<file path="src/rtl/multicycle_control_fsm_pkg.sv">
// Shared definitions for the multi-cycle MIPS control sequencer.
// Holds state encodings, opcode/funct codes, ALU operation codes,
// mux-select encodings and the instruction class produced by the decoder.
package mcpu_defs;

    typedef enum logic [2:0] {
        S_IF     = 3'b000,
        S_ID     = 3'b001,
        S_EXE_LS = 3'b010,
        S_MEM    = 3'b011,
        S_WB_LD  = 3'b100,
        S_EXE_BR = 3'b101,
        S_EXE_AL = 3'b110,
        S_WB_AL  = 3'b111
    } stateT;

    // Opcodes (IR[31:26])
    localparam logic [5:0] OP_R     = 6'b000000;
    localparam logic [5:0] OP_ADDIU = 6'b001001;
    localparam logic [5:0] OP_ANDI  = 6'b001100;
    localparam logic [5:0] OP_ORI   = 6'b001101;
    localparam logic [5:0] OP_SLTI  = 6'b001010;
    localparam logic [5:0] OP_LW    = 6'b100011;
    localparam logic [5:0] OP_SW    = 6'b101011;
    localparam logic [5:0] OP_BEQ   = 6'b000100;
    localparam logic [5:0] OP_BNE   = 6'b000101;
    localparam logic [5:0] OP_BLTZ  = 6'b000001;
    localparam logic [5:0] OP_J     = 6'b000010;
    localparam logic [5:0] OP_JAL   = 6'b000011;

    // Funct codes (IR[5:0]) for R-type
    localparam logic [5:0] FN_ADD = 6'b100000;
    localparam logic [5:0] FN_SUB = 6'b100010;
    localparam logic [5:0] FN_AND = 6'b100100;
    localparam logic [5:0] FN_OR  = 6'b100101;
    localparam logic [5:0] FN_SLT = 6'b101010;
    localparam logic [5:0] FN_SLL = 6'b000000;
    localparam logic [5:0] FN_JR  = 6'b001000;

    // ALU operations
    localparam logic [2:0] ALU_ADD = 3'b000;
    localparam logic [2:0] ALU_SUB = 3'b001;
    localparam logic [2:0] ALU_SLL = 3'b010;
    localparam logic [2:0] ALU_OR  = 3'b011;
    localparam logic [2:0] ALU_AND = 3'b100;
    localparam logic [2:0] ALU_SLT = 3'b101;

    // Register-file destination select
    localparam logic [1:0] REGDST_RT = 2'b00;
    localparam logic [1:0] REGDST_RD = 2'b01;
    localparam logic [1:0] REGDST_RA = 2'b10;

    // Next-PC select
    localparam logic [1:0] PCSRC_PLUS4  = 2'b00;
    localparam logic [1:0] PCSRC_BRANCH = 2'b01;
    localparam logic [1:0] PCSRC_RS     = 2'b10;
    localparam logic [1:0] PCSRC_JUMP   = 2'b11;

    // Write-back data and ALU operand selects
    localparam logic REG_FROM_ALU   = 1'b0;
    localparam logic REG_FROM_MEM   = 1'b1;
    localparam logic ALU_FROM_RS    = 1'b0;
    localparam logic ALU_FROM_SHAMT = 1'b1;
    localparam logic ALU_FROM_RT    = 1'b0;
    localparam logic ALU_FROM_IMM   = 1'b1;

    // Instruction class, drives the ID-state branching of the sequencer
    typedef enum logic [3:0] {
        CLS_NOP  = 4'd0,
        CLS_J    = 4'd1,
        CLS_JAL  = 4'd2,
        CLS_JR   = 4'd3,
        CLS_HALT = 4'd4,
        CLS_BR   = 4'd5,
        CLS_LS   = 4'd6,
        CLS_ALR  = 4'd7,
        CLS_ALI  = 4'd8
    } instClassT;

endpackage

</file>
<file path="src/rtl/multicycle_control_fsm_if.sv">
// Control bus between the multi-cycle sequencer and the datapath.
// master: sequencer side (takes instruction fields/ALU flags, drives controls).
// slave : datapath side (drives instruction fields/ALU flags, takes controls).
interface multicycle_control_fsm_if
    import mcpu_defs::*;
#(
    parameter int CNT_W = 32
);
    logic [5:0]       Opcode;
    logic [5:0]       Funct;
    logic             Zero;
    logic             Sign;
    logic             PCWrite;
    logic             IRWrite;
    logic             RegWrite;
    logic             MemRead;
    logic             MemWrite;
    logic             ALUSrcA;
    logic             ALUSrcB;
    logic             MemToReg;
    logic             WrDataPC;
    logic [1:0]       RegDst;
    logic             ExtSel;
    logic [1:0]       PCSrc;
    logic [2:0]       ALUOp;
    stateT            State;
    logic             Halted;
    logic [CNT_W-1:0] InstRet;

    modport master (
        input  Opcode, Funct, Zero, Sign,
        output PCWrite, IRWrite, RegWrite, MemRead, MemWrite, ALUSrcA, ALUSrcB,
               MemToReg, WrDataPC, RegDst, ExtSel, PCSrc, ALUOp, State, Halted,
               InstRet
    );

    modport slave (
        output Opcode, Funct, Zero, Sign,
        input  PCWrite, IRWrite, RegWrite, MemRead, MemWrite, ALUSrcA, ALUSrcB,
               MemToReg, WrDataPC, RegDst, ExtSel, PCSrc, ALUOp, State, Halted,
               InstRet
    );
endinterface

</file>
<file path="src/rtl/mcpu_op_decode.sv">
// Combinational instruction decoder.
// Ports: opcode/funct in; aluOp, extSel and instruction class out.
// The halt opcode takes priority over every other decoding.
module mcpu_op_decode
    import mcpu_defs::*;
#(
    parameter logic [5:0] HALT_OPCODE = 6'b111111
) (
    input  logic [5:0] opcode,
    input  logic [5:0] funct,
    output logic [2:0] aluOp,
    output logic       extSel,
    output instClassT  instClass
);
    always_comb begin
        aluOp     = ALU_ADD;
        extSel    = 1'b0;
        instClass = CLS_NOP;
        if (opcode == HALT_OPCODE) begin
            instClass = CLS_HALT;
        end else begin
            case (opcode)
                OP_R: begin
                    instClass = CLS_ALR;
                    case (funct)
                        FN_ADD:  aluOp = ALU_ADD;
                        FN_SUB:  aluOp = ALU_SUB;
                        FN_AND:  aluOp = ALU_AND;
                        FN_OR:   aluOp = ALU_OR;
                        FN_SLT:  aluOp = ALU_SLT;
                        FN_SLL:  aluOp = ALU_SLL;
                        FN_JR:   instClass = CLS_JR;
                        default: instClass = CLS_NOP;
                    endcase
                end
                OP_ADDIU: begin instClass = CLS_ALI; aluOp = ALU_ADD; extSel = 1'b1; end
                OP_SLTI:  begin instClass = CLS_ALI; aluOp = ALU_SLT; extSel = 1'b1; end
                OP_ANDI:  begin instClass = CLS_ALI; aluOp = ALU_AND; end
                OP_ORI:   begin instClass = CLS_ALI; aluOp = ALU_OR;  end
                OP_LW, OP_SW: begin
                    instClass = CLS_LS; aluOp = ALU_ADD; extSel = 1'b1;
                end
                OP_BEQ, OP_BNE, OP_BLTZ: begin
                    instClass = CLS_BR; aluOp = ALU_SUB; extSel = 1'b1;
                end
                OP_J:    instClass = CLS_J;
                OP_JAL:  instClass = CLS_JAL;
                default: instClass = CLS_NOP;
            endcase
        end
    end
endmodule

</file>
<file path="src/rtl/multicycle_control_fsm.sv">
// Multi-cycle MIPS control sequencer (IF, ID, EXE, MEM, WB).
// Ports: CLK, Reset (sync, active-low), bus (master modport) carrying
// Opcode/Funct/Zero/Sign in and all datapath enables/selects, debug State,
// sticky Halted flag and retired-instruction counter InstRet out.
module multicycle_control_fsm
    import mcpu_defs::*;
#(
    parameter int         CNT_W       = 32,
    parameter logic [5:0] HALT_OPCODE = 6'b111111
) (
    input  logic                     CLK,
    input  logic                     Reset,
    multicycle_control_fsm_if.master bus
);
    stateT            state, nextState;
    logic             halted;
    logic [CNT_W-1:0] instRet;

    logic [2:0] decAluOp;
    logic       decExtSel;
    instClassT  instClass;

    logic       pcWrite, irWrite, regWrite, memRead, memWrite;
    logic       aluSrcA, aluSrcB, memToReg, wrDataPC, extSel, haltNow;
    logic [1:0] regDst, pcSrc;
    logic [2:0] aluOp;

    mcpu_op_decode #(.HALT_OPCODE(HALT_OPCODE)) uDecode (
        .opcode    (bus.Opcode),
        .funct     (bus.Funct),
        .aluOp     (decAluOp),
        .extSel    (decExtSel),
        .instClass (instClass)
    );

    always_ff @(posedge CLK) begin
        if (!Reset) begin
            state   <= S_IF;
            halted  <= 1'b0;
            instRet <= '0;
        end else begin
            state <= nextState;
            if (haltNow) halted <= 1'b1;
            if (pcWrite) instRet <= instRet + {{(CNT_W-1){1'b0}}, 1'b1};
        end
    end

    always_comb begin
        nextState = state;
        pcWrite   = 1'b0;
        irWrite   = 1'b0;
        regWrite  = 1'b0;
        memRead   = 1'b0;
        memWrite  = 1'b0;
        aluSrcA   = ALU_FROM_RS;
        aluSrcB   = ALU_FROM_RT;
        memToReg  = REG_FROM_ALU;
        wrDataPC  = 1'b0;
        regDst    = REGDST_RT;
        pcSrc     = PCSRC_PLUS4;
        haltNow   = 1'b0;
        // Decoded ALU op and extension stay valid from ID to the end of the instruction
        extSel    = (state != S_IF) ? decExtSel : 1'b0;
        aluOp     = (state != S_IF) ? decAluOp  : ALU_ADD;

        case (state)
            S_IF: begin
                irWrite   = 1'b1;
                nextState = S_ID;
            end
            S_ID: begin
                // A halted core parks in ID whatever the instruction fields show
                if (halted || instClass == CLS_HALT) begin
                    haltNow   = 1'b1;
                    nextState = S_ID;
                end else begin
                    case (instClass)
                        CLS_J: begin
                            pcSrc = PCSRC_JUMP; pcWrite = 1'b1; nextState = S_IF;
                        end
                        CLS_JAL: begin
                            pcSrc = PCSRC_JUMP; pcWrite = 1'b1; nextState = S_IF;
                            regWrite = 1'b1; regDst = REGDST_RA; wrDataPC = 1'b1;
                        end
                        CLS_JR: begin
                            pcSrc = PCSRC_RS; pcWrite = 1'b1; nextState = S_IF;
                        end
                        CLS_BR:           nextState = S_EXE_BR;
                        CLS_LS:           nextState = S_EXE_LS;
                        CLS_ALR, CLS_ALI: nextState = S_EXE_AL;
                        default: begin
                            pcSrc = PCSRC_PLUS4; pcWrite = 1'b1; nextState = S_IF;
                        end
                    endcase
                end
            end
            S_EXE_AL: begin
                aluSrcB   = (instClass == CLS_ALI) ? ALU_FROM_IMM : ALU_FROM_RT;
                aluSrcA   = (instClass == CLS_ALR && bus.Funct == FN_SLL) ? ALU_FROM_SHAMT
                                                                          : ALU_FROM_RS;
                nextState = S_WB_AL;
            end
            S_WB_AL: begin
                regWrite  = 1'b1;
                memToReg  = REG_FROM_ALU;
                regDst    = (instClass == CLS_ALR) ? REGDST_RD : REGDST_RT;
                pcWrite   = 1'b1;
                pcSrc     = PCSRC_PLUS4;
                nextState = S_IF;
            end
            S_EXE_BR: begin
                aluOp   = ALU_SUB;
                extSel  = 1'b1;
                pcWrite = 1'b1;
                if ((bus.Opcode == OP_BEQ  &&  bus.Zero) ||
                    (bus.Opcode == OP_BNE  && !bus.Zero) ||
                    (bus.Opcode == OP_BLTZ &&  bus.Sign))
                    pcSrc = PCSRC_BRANCH;
                nextState = S_IF;
            end
            S_EXE_LS: begin
                aluSrcB   = ALU_FROM_IMM;
                aluOp     = ALU_ADD;
                extSel    = 1'b1;
                nextState = S_MEM;
            end
            S_MEM: begin
                if (bus.Opcode == OP_LW) begin
                    memRead   = 1'b1;
                    nextState = S_WB_LD;
                end else begin
                    memWrite  = 1'b1;
                    pcWrite   = 1'b1;
                    nextState = S_IF;
                end
            end
            S_WB_LD: begin
                regWrite  = 1'b1;
                memToReg  = REG_FROM_MEM;
                regDst    = REGDST_RT;
                pcWrite   = 1'b1;
                nextState = S_IF;
            end
            default: nextState = S_IF;
        endcase
    end

    // Reset forces every output low, so an aborted instruction cannot write anything
    assign bus.PCWrite  = Reset & pcWrite;
    assign bus.IRWrite  = Reset & irWrite;
    assign bus.RegWrite = Reset & regWrite;
    assign bus.MemRead  = Reset & memRead;
    assign bus.MemWrite = Reset & memWrite;
    assign bus.ALUSrcA  = Reset & aluSrcA;
    assign bus.ALUSrcB  = Reset & aluSrcB;
    assign bus.MemToReg = Reset & memToReg;
    assign bus.WrDataPC = Reset & wrDataPC;
    assign bus.ExtSel   = Reset & extSel;
    assign bus.RegDst   = {2{Reset}} & regDst;
    assign bus.PCSrc    = {2{Reset}} & pcSrc;
    assign bus.ALUOp    = {3{Reset}} & aluOp;
    assign bus.State    = Reset ? state : S_IF;
    assign bus.Halted   = Reset & halted;
    assign bus.InstRet  = {CNT_W{Reset}} & instRet;

endmodule

</file>
<file path="src/flat_wrapper.sv">
// flat-port wrapper written by rule: the top's interface ports become plain ports
module multicycle_control_fsm_flat import mcpu_defs::*;
#(
    parameter int         CNT_W       = 32,
    parameter logic [5:0] HALT_OPCODE = 6'b111111
)
  (CLK, Reset, bus_Opcode, bus_Funct, bus_Zero, bus_Sign, bus_PCWrite, bus_IRWrite, bus_RegWrite, bus_MemRead, bus_MemWrite, bus_ALUSrcA, bus_ALUSrcB, bus_MemToReg, bus_WrDataPC, bus_RegDst, bus_ExtSel, bus_PCSrc, bus_ALUOp, bus_State, bus_Halted, bus_InstRet);
  multicycle_control_fsm_if #(.CNT_W(CNT_W)) bus_i ();
  input  logic CLK;
  input  logic Reset;
  input wire logic [$bits(bus_i.Opcode)-1:0] bus_Opcode;
  input wire logic [$bits(bus_i.Funct)-1:0] bus_Funct;
  input wire logic [$bits(bus_i.Zero)-1:0] bus_Zero;
  input wire logic [$bits(bus_i.Sign)-1:0] bus_Sign;
  output wire logic [$bits(bus_i.PCWrite)-1:0] bus_PCWrite;
  output wire logic [$bits(bus_i.IRWrite)-1:0] bus_IRWrite;
  output wire logic [$bits(bus_i.RegWrite)-1:0] bus_RegWrite;
  output wire logic [$bits(bus_i.MemRead)-1:0] bus_MemRead;
  output wire logic [$bits(bus_i.MemWrite)-1:0] bus_MemWrite;
  output wire logic [$bits(bus_i.ALUSrcA)-1:0] bus_ALUSrcA;
  output wire logic [$bits(bus_i.ALUSrcB)-1:0] bus_ALUSrcB;
  output wire logic [$bits(bus_i.MemToReg)-1:0] bus_MemToReg;
  output wire logic [$bits(bus_i.WrDataPC)-1:0] bus_WrDataPC;
  output wire logic [$bits(bus_i.RegDst)-1:0] bus_RegDst;
  output wire logic [$bits(bus_i.ExtSel)-1:0] bus_ExtSel;
  output wire logic [$bits(bus_i.PCSrc)-1:0] bus_PCSrc;
  output wire logic [$bits(bus_i.ALUOp)-1:0] bus_ALUOp;
  output wire logic [$bits(bus_i.State)-1:0] bus_State;
  output wire logic [$bits(bus_i.Halted)-1:0] bus_Halted;
  output wire logic [$bits(bus_i.InstRet)-1:0] bus_InstRet;
  assign bus_i.Opcode = bus_Opcode;
  assign bus_i.Funct = bus_Funct;
  assign bus_i.Zero = bus_Zero;
  assign bus_i.Sign = bus_Sign;
  assign bus_PCWrite = bus_i.PCWrite;
  assign bus_IRWrite = bus_i.IRWrite;
  assign bus_RegWrite = bus_i.RegWrite;
  assign bus_MemRead = bus_i.MemRead;
  assign bus_MemWrite = bus_i.MemWrite;
  assign bus_ALUSrcA = bus_i.ALUSrcA;
  assign bus_ALUSrcB = bus_i.ALUSrcB;
  assign bus_MemToReg = bus_i.MemToReg;
  assign bus_WrDataPC = bus_i.WrDataPC;
  assign bus_RegDst = bus_i.RegDst;
  assign bus_ExtSel = bus_i.ExtSel;
  assign bus_PCSrc = bus_i.PCSrc;
  assign bus_ALUOp = bus_i.ALUOp;
  assign bus_State = bus_i.State;
  assign bus_Halted = bus_i.Halted;
  assign bus_InstRet = bus_i.InstRet;
  multicycle_control_fsm #(.CNT_W(CNT_W), .HALT_OPCODE(HALT_OPCODE)) u_core (.CLK(CLK), .Reset(Reset), .bus(bus_i));
endmodule
</file>
<file path="config.mk">
export PLATFORM = sky130hd
export DESIGN_NAME = multicycle_control_fsm_flat
export DESIGN_NICKNAME = d
export VERILOG_FILES = /design/src/rtl/multicycle_control_fsm_pkg.sv /design/src/rtl/multicycle_control_fsm_if.sv /design/src/rtl/mcpu_op_decode.sv /design/src/rtl/multicycle_control_fsm.sv /design/src/flat_wrapper.sv
export SDC_FILE = /design/constraint.sdc
export NUM_CORES = 1
export LEC_CHECK = 0
export BUFFER_PORTS_ARGS = -buffer_cell sky130_fd_sc_hd__buf_2
export CAP_MARGIN = 10
export CELL_PAD_IN_SITES_DETAIL_PLACEMENT = 1
export CELL_PAD_IN_SITES_GLOBAL_PLACEMENT = 2
export CORE_MARGIN = 1.5
export CORE_UTILIZATION = 34
export CTS_BUF_LIST = sky130_fd_sc_hd__clkbuf_2 sky130_fd_sc_hd__clkbuf_4 sky130_fd_sc_hd__clkbuf_8
export DETAILED_ROUTE_END_ITERATION = 10
export HOLD_SLACK_MARGIN = 0.15
export PLACE_DENSITY_LB_ADDON = 0.05
export SYNTH_ARGS = -nofsm -noshare
export SYNTH_HDL_FRONTEND = slang
export SYNTH_SLANG_ARGS = --single-unit
export TNS_END_PERCENT = 10
</file>
<file path="constraint.sdc">
create_clock -name CLK -period 5.3 [get_ports CLK]
set_input_delay 0.795 -clock CLK [delete_from_list [all_inputs] [get_ports CLK]]
set_output_delay 0.795 -clock CLK [all_outputs]
set_load 0.005 [all_outputs]
</file>
==> flow_metrics.py, run 1 <==
metrics = {
    "floorplanning": {
        "die_y_um": 101,
        "die-area_mm2": 0.0101,
        "die_x_um": 101,
        "ios": 69,
        "core_area_mm2": 0.00924,
        "start_util": 0.350,
        "rows": 35,
    },
    "route": {
        "num_vias": 3414,
        "drc": 0,
        "routed_wl_um": 10600,
        "wl_per_cell_um": 17.2,
        "ant_nets": 0,
        "avgViaCountPerCell": 5.53,
        "drt_iter0_drc": 99,
        "drtPass1Iterations": 4,
    },
    "logic_synthesis": {
        "syn_area_mm2": 0.00323,
        "synth-async-reset-ratio": 0,
        "synth_edf_count": 0,
        "yosysWarnings": 0,
        "syn_avg_cell_area_um2": 7.30,
        "synth-seq-cells": 36,
        "synth.net_count": 460,
        "synthFlopType": "dfxtp_1",
        "ys_types": 66,
        "syn_inst": 443,
        "synth-seq-area-share": 0.223,
    },
    "clock_tree": {
        "cts-resized-gates": 0,
        "htree_levels": 2,
        "cts_hold_buf": 0,
        "cts_buffers": 5,
        "cts.sink_count": 36,
        "postCtsSetupBuffers": 0,
        "clockBufferDepth": 2,
        "root_buffer": "clkbuf_8",
        "clk_latency_ns": 0.30,
        "tritoncts": "yes",
        "clkTransAtPathRegs_ns": 0.08,
    },
    "power": {
        "ir_worst_vdd_mv": 0.0671,
        "power_density_mw_per_mm2": 161,
        "p_leak_nw": 1.48,
    },
    "worst_setup_path": {
        "crit_path_end_kind": "output port",
        "required_ns": 4.51,
        "crit_chain": "buf_2 > o21ba_2 > o211ai_1 > nand3_1 > and4bb_2 > nor4b_2 > a21o_1 > buf_2",
        "path_class": "in -> out",
        "critPathMaxFanout": 20,
        "crit_arrival_ns": 2.72,
        "cpMostUsedCell": "buf_2",
        "cpPeakStageDelay_ns": 0.38,
        "critPathSlowestCell": "nor4b_2",
        "critPathLaunchType": "primary input",
    },
    "place": {
        "hpwl_um": 7700,
        "post_dp_cell_area_mm2": 0.00358,
        "place_congestion": 0.776,
        "io_buffers": 68,
    },
    "layout": {
        "final_common_cell": "buf_2",
        "drive_gt1_frac": 0.256,
        "stdcell_area_mm2": 0.00367,
        "layout_common_cells": "buf_2 (68), nor2_1 (55), and2_1 (36), dfxtp_1 (36)",
        "area_growth_pct": 13.6,
        "diodes": 0,
        "nets": 504,
    },
    "sta": {
        "setup_viol": 0,
        "fin_crit_sh": 0.664,
        "rsz0062_at_grt": "false",
        "min_period_ns": 3.52,
        "tightest_slew_ns": 1.21,
        "slew_violations": 0,
        "fmax_ghz": 0.284,
        "finalSetupTns_ns": 0,
        "hold_viol": 0,
        "max_slew_margin": 0.195,
        "worst_clock_skew_ns": 0.00821,
    },
    "global_route": {
        "antenna_found_initial": 0,
        "grt_usage": 0.214,
        "overflow": 0,
        "grt_max_degree": 40,
        "grt_pass1_wl_um": 17200,
        "grt_pass1_vias": 3422,
    },
    "flow_run": {
        "max_cap_violations": 0,
    },
    "status": {
        "outcome": "finished clean",
    },
    "min_path": {
        "hold_path.class": "reg -> reg",
    },
}
==> final cells by class <==
cell class                      count  area (µm²)
Timing Repair Buffer               72         370
Sequential cell                    36         721
Fill cell                        1177        5570
Clock buffer                        7        83.8
Multi-Input combinational cell    361        2290
Tap cell                          129         161
Inverter                           11        41.3
Clock inverter                      1        8.76
==> critical path: cells and delay by family <==
| family | cells | cell delay (ns) |
|---|---|---|
| AO/OA/AOI/OAI | 3 | 0.74 |
| AND/OR/NAND/NOR | 3 | 0.87 |
| buffers and inverters | 2 | 0.32 |
==> synthesized netlist by cell type, types with 2 or more instances <==
cell type | count | share of area
nand2b_1 | 3 | 0.0058
a22oi_1 | 5 | 0.012
buf_2 | 17 | 0.026
dfxtp_1 | 36 | 0.22
o32ai_1 | 6 | 0.016
o21ai_0 | 15 | 0.023
clkbuf_1 | 11 | 0.013
a31oi_1 | 2 | 0.0039
o21ai_1 | 8 | 0.012
mux2_2 | 24 | 0.084
nand3_1 | 32 | 0.050
nor4_1 | 5 | 0.0097
mux2_1 | 3 | 0.010
nor2_1 | 55 | 0.064
or2_2 | 5 | 0.0097
nor2b_1 | 8 | 0.015
buf_4 | 4 | 0.0093
o22ai_1 | 2 | 0.0039
and3_1 | 4 | 0.0077
and4bb_2 | 2 | 0.0077
nor3b_1 | 2 | 0.0046
a21oi_1 | 23 | 0.036
nand4_1 | 20 | 0.039
o2111ai_1 | 2 | 0.0054
o32ai_2 | 3 | 0.015
inv_1 | 11 | 0.013
mux2i_1 | 2 | 0.0062
o21a_1 | 3 | 0.0070
and2_1 | 36 | 0.070
nand2_1 | 32 | 0.037
a21o_1 | 2 | 0.0046
or3_1 | 8 | 0.015
o211ai_1 | 4 | 0.0093
nor4b_1 | 2 | 0.0054
nor3_1 | 14 | 0.022
xnor2_1 | 2 | 0.0054
==> flip-flops by register name, indices dropped and copies added (netlist names) <==
name,flops
u_core.instRet,32
u_core.halted,1
u_core.state,3
==> through the flow <==
| step | power [W] | hold WS (ns) | std cells | utilization | worst slack, ns |
|---|---|---|---|---|---|
| after floorplan | 0.000349 | 0.474 | 443 | - | 2.24 |
| after global placement | 0.000376 | 0.512 | 609 | 0.388 | 1.81 |
| after detailed placement | 0.000378 | 0.516 | 609 | 0.388 | 1.76 |
| after CTS | 0.000600 | 0.536 | 617 | 0.398 | 1.75 |
| after global routing | 0.000618 | 0.590 | 617 | 0.398 | 1.67 |
| final | 0.000590 | 0.533 | 617 | 0.398 | 1.78 |
==> metal layers <==
| layer | track usage | wire length, µm |
|---|---|---|
| met1 | 0.281 | 5160 |
| met2 | 0.379 | 4990 |
| met4 | 0.0401 | 76 |
| met5 | 0 | 0 |
| met3 | 0.0257 | 378 |
==> power by group <==
part | switching [W] | internal, W | total, W
clock | 0.000114 | 0.000104 | 0.000219
sequential | 0.00000533 | 0.000273 | 0.000278
combinational | 0.0000617 | 0.0000311 | 0.0000927
total | 0.000181 | 0.000408 | 0.000590
==> path summary, 6_finish.rpt <==
kind | startpoint | to | slack (ns) | cells after the start
setup / recovery | bus_Opcode[2] | bus_RegWrite | 1.78 | 8
hold / removal | u_core.halted | u_core.halted | 0.53 | 2
setup reg to reg | u_core.state[2] | u_core.instRet[16] | 2.44 | 6
hold reg to reg | u_core.halted | u_core.halted | 0.53 | 2
==> cell families (layout without fill, tap and decap cells) <==
logic type / count (synthesis) / after routing / share of synthesized area
multiplexers: 29 / 29 / 0.100
adder cells (fa/ha/maj): 2 / 2 / 0.00696
XOR/XNOR: 3 / 3 / 0.00813
AO/OA/AOI/OAI: 91 / 91 / 0.203
buffers and inverters: 46 / 91 / 0.0700
AND/OR/NAND/NOR: 236 / 236 / 0.388
flip-flops: 36 / 36 / 0.223
No activity file was read; power rests on OpenSTA's default activity.
==> inputs of run 2 (changes only) <==
--- a/config.mk
+++ b/config.mk
@@ -5,12 +5,13 @@
 export SDC_FILE = /design/constraint.sdc
 export NUM_CORES = 1
 export LEC_CHECK = 0
+export ABC_AREA = 1
 export BUFFER_PORTS_ARGS = -buffer_cell sky130_fd_sc_hd__buf_2
 export CAP_MARGIN = 10
 export CELL_PAD_IN_SITES_DETAIL_PLACEMENT = 1
 export CELL_PAD_IN_SITES_GLOBAL_PLACEMENT = 2
 export CORE_MARGIN = 1.5
-export CORE_UTILIZATION = 34
+export CORE_UTILIZATION = 28
 export CTS_BUF_LIST = sky130_fd_sc_hd__clkbuf_2 sky130_fd_sc_hd__clkbuf_4 sky130_fd_sc_hd__clkbuf_8
 export DETAILED_ROUTE_END_ITERATION = 10
 export HOLD_SLACK_MARGIN = 0.15
==> constraint.sdc (replaced) <==
create_clock -name CLK -period 3.4 [get_ports CLK]
set_input_delay 0.51 -clock CLK [delete_from_list [all_inputs] [get_ports CLK]]
set_output_delay 0.51 -clock CLK [all_outputs]
set_load 0.005 [all_outputs]
==> flow_metrics.py, run 2 <==
metrics = {
    "clock_tree": {
        "root_buffer": "clkbuf_8",
        "cts_hold_buf": 0,
        "cts_buffers": 5,
        "clockBufferDepth": 2,
        "clk_latency_ns": 0.29,
        "tritoncts": "yes",
        "postCtsSetupBuffers": 0,
        "cts-resized-gates": 0,
        "cts.sink_count": 36,
        "clkTransAtPathRegs_ns": 0.07,
        "htree_levels": 2,
    },
    "floorplanning": {
        "die-area_mm2": 0.0115,
        "start_util": 0.291,
        "rows": 37,
        "die_y_um": 107,
        "die_x_um": 107,
        "core_area_mm2": 0.0104,
        "ios": 69,
    },
    "logic_synthesis": {
        "ys_top_cells_by_area": "dfxtp_1 (24%), nand2_1 (20%), inv_1 (9.5%), nor2_1 (8.0%), nand3_1 (7.3%)",
        "netlist.area_leader.share": 0.237,
        "syn_area_mm2": 0.00304,
        "yosysWarnings": 0,
        "yosysMostFrequentCell": "nand2_1",
        "synthFlopType": "dfxtp_1",
        "synth-seq-cells": 36,
        "synth_edf_count": 0,
        "ys_types": 34,
        "syn_inst": 532,
        "synthTopCellsByCount": "nand2_1 (163), inv_1 (77), nor2_1 (65)",
        "synth-async-reset-ratio": 0,
        "synth-seq-area-share": 0.237,
        "yosys.area.top_type": "dfxtp_1",
        "syn_avg_cell_area_um2": 5.71,
        "synth.net_count": 549,
    },
    "sta": {
        "finalSetupTns_ns": 0,
        "max_slew_margin": 0.703,
        "slew_violations": 0,
        "worst_clock_skew_ns": 0.00736,
        "fin_crit_sh": 0.769,
        "fmax_ghz": 0.383,
        "min_period_ns": 2.61,
        "worst_slack_ns": 0.786,
        "tightest_slew_ns": 0.445,
        "setup_viol": 0,
        "hold_viol": 0,
        "rsz0062_at_grt": "false",
    },
    "route": {
        "avgViaCountPerCell": 4.68,
        "routed_wl_um": 10300,
        "ant_nets": 0,
        "drtPass1Iterations": 4,
        "drc": 0,
        "num_vias": 3407,
        "wl_per_cell_um": 14.2,
        "drt_iter0_drc": 79,
    },
    "layout": {
        "utilization": 0.342,
        "fin_cells": 728,
        "nets": 609,
        "diodes": 0,
        "top_regs": "u_core.instRet x32, u_core.state x3, u_core.halted x1",
        "largest_register_ffs": 32,
        "top_register": "u_core.instRet",
        "drive_gt1_frac": 0.159,
        "final_common_cell": "nand2_1",
        "layout_common_cells": "nand2_1 (163), inv_1 (77), buf_2 (68), nor2_1 (65), nand3_1 (44)",
        "stdcell_area_mm2": 0.00356,
        "area_growth_pct": 17.3,
    },
    "global_route": {
        "overflow": 0,
        "grt_pass1_vias": 3552,
        "antenna_found_initial": 0,
        "grt_max_degree": 41,
        "grt_usage": 0.191,
        "grt_pass1_wl_um": 17600,
    },
    "worst_setup_path": {
        "crit_path_end_kind": "output port",
        "required_ns": 2.89,
        "critPathLaunchType": "primary input",
        "crit_arrival_ns": 2.10,
        "critPathMaxFanout": 32,
        "path_class": "in -> out",
    },
    "place": {
        "place_inst": 721,
        "post_dp_cell_area_mm2": 0.00346,
        "io_buffers": 68,
        "hpwl_um": 8190,
        "post-place-ws_ns": 0.766,
        "place_congestion": 0.874,
    },
    "flow_run": {
        "max_cap_violations": 0,
    },
    "power": {
        "p_leak_nw": 1.83,
        "power_density_mw_per_mm2": 253,
        "ir_worst_vdd_mv": 0.123,
    },
    "min_path": {
        "hold_path.class": "reg -> reg",
    },
    "status": {
        "outcome": "finished clean",
    },
}
[run 2: cell types whose count changed after synthesis, moves of 10 or more]
cell | before | now
nand4_1 | 20 | 8
o21ai_0 | 15 | 4
nand2_1 | 32 | 163
nor2_1 | 55 | 65
nand3_1 | 32 | 44
xor2_1 | 1 | 20
inv_1 | 11 | 77
buf_2 | 17 | 5
and2_1 | 36 | 0
a21oi_1 | 23 | 39
mux2_2 | 24 | 0
[run 2: logic make-up after synthesis]
logic type	synth area share
simple gates	0.450
buf+inv	0.136
compound gates	0.0862
flops	0.237
xor+xnor	0.0866
fa+ha+maj	0.00412
[run 2: per-stage QoR]
stage          total power, W  hold slack [ns]
3_3_place_gp         0.000578            0.495
6_report             0.000902            0.489
4_1_cts              0.000921            0.501
2_1_floorplan        0.000539            0.443
3_5_place_dp         0.000581            0.483
5_1_grt              0.000956            0.553
[run 2: final timing paths]
kind / startpoint / end / slack (ns) / cells past startpoint
max: bus_Opcode[5] / bus_PCWrite / 0.79 / 12
min: u_core.halted / u_core.halted / 0.49 / 2
max reg2reg: u_core.instRet[0] / u_core.instRet[26] / 1.38 / 9
min reg2reg: u_core.halted / u_core.halted / 0.49 / 2
[run 2: area by class of cell]
| class | count | area (µm²) |
|---|---|---|
| Fill cell | 1450 | 6860 |
| Multi-Input combinational cell | 397 | 1900 |
| Clock buffer | 7 | 96.3 |
| Tap cell | 136 | 170 |
| Sequential cell | 36 | 721 |
| Inverter | 80 | 300 |
| Timing Repair Buffer | 72 | 370 |
[run 2: layer usage]
metal | up-vias | global-route usage | wire length (µm) | part of all wire
met4 | 0 | 0.0524 | 180 | 0.017
met3 | 13 | 0.0237 | 258 | 0.025
met1 | 1562 | 0.248 | 4950 | 0.48
met5 | - | 0 | 0 | 0
met2 | 55 | 0.330 | 4940 | 0.48
li1 | 1777 | - | - | -
[run 2: worst max-delay path, stage by stage]
cell     delay [ns]
buf_2          0.13
nor2_2         0.21
nand2_2        0.10
nor2_2         0.15
nand2_1        0.10
inv_2          0.12
o21ai_2        0.11
nand4_4        0.10
nand2_4        0.23
inv_1          0.15
nor2_1         0.05
buf_2          0.14
[run 2: power breakdown]
part | total (W) | switching [W] | internal, W
logic | 0.000134 | 0.0000981 | 0.0000361
clock network | 0.000334 | 0.000154 | 0.000181
registers | 0.000434 | 0.00000816 | 0.000425
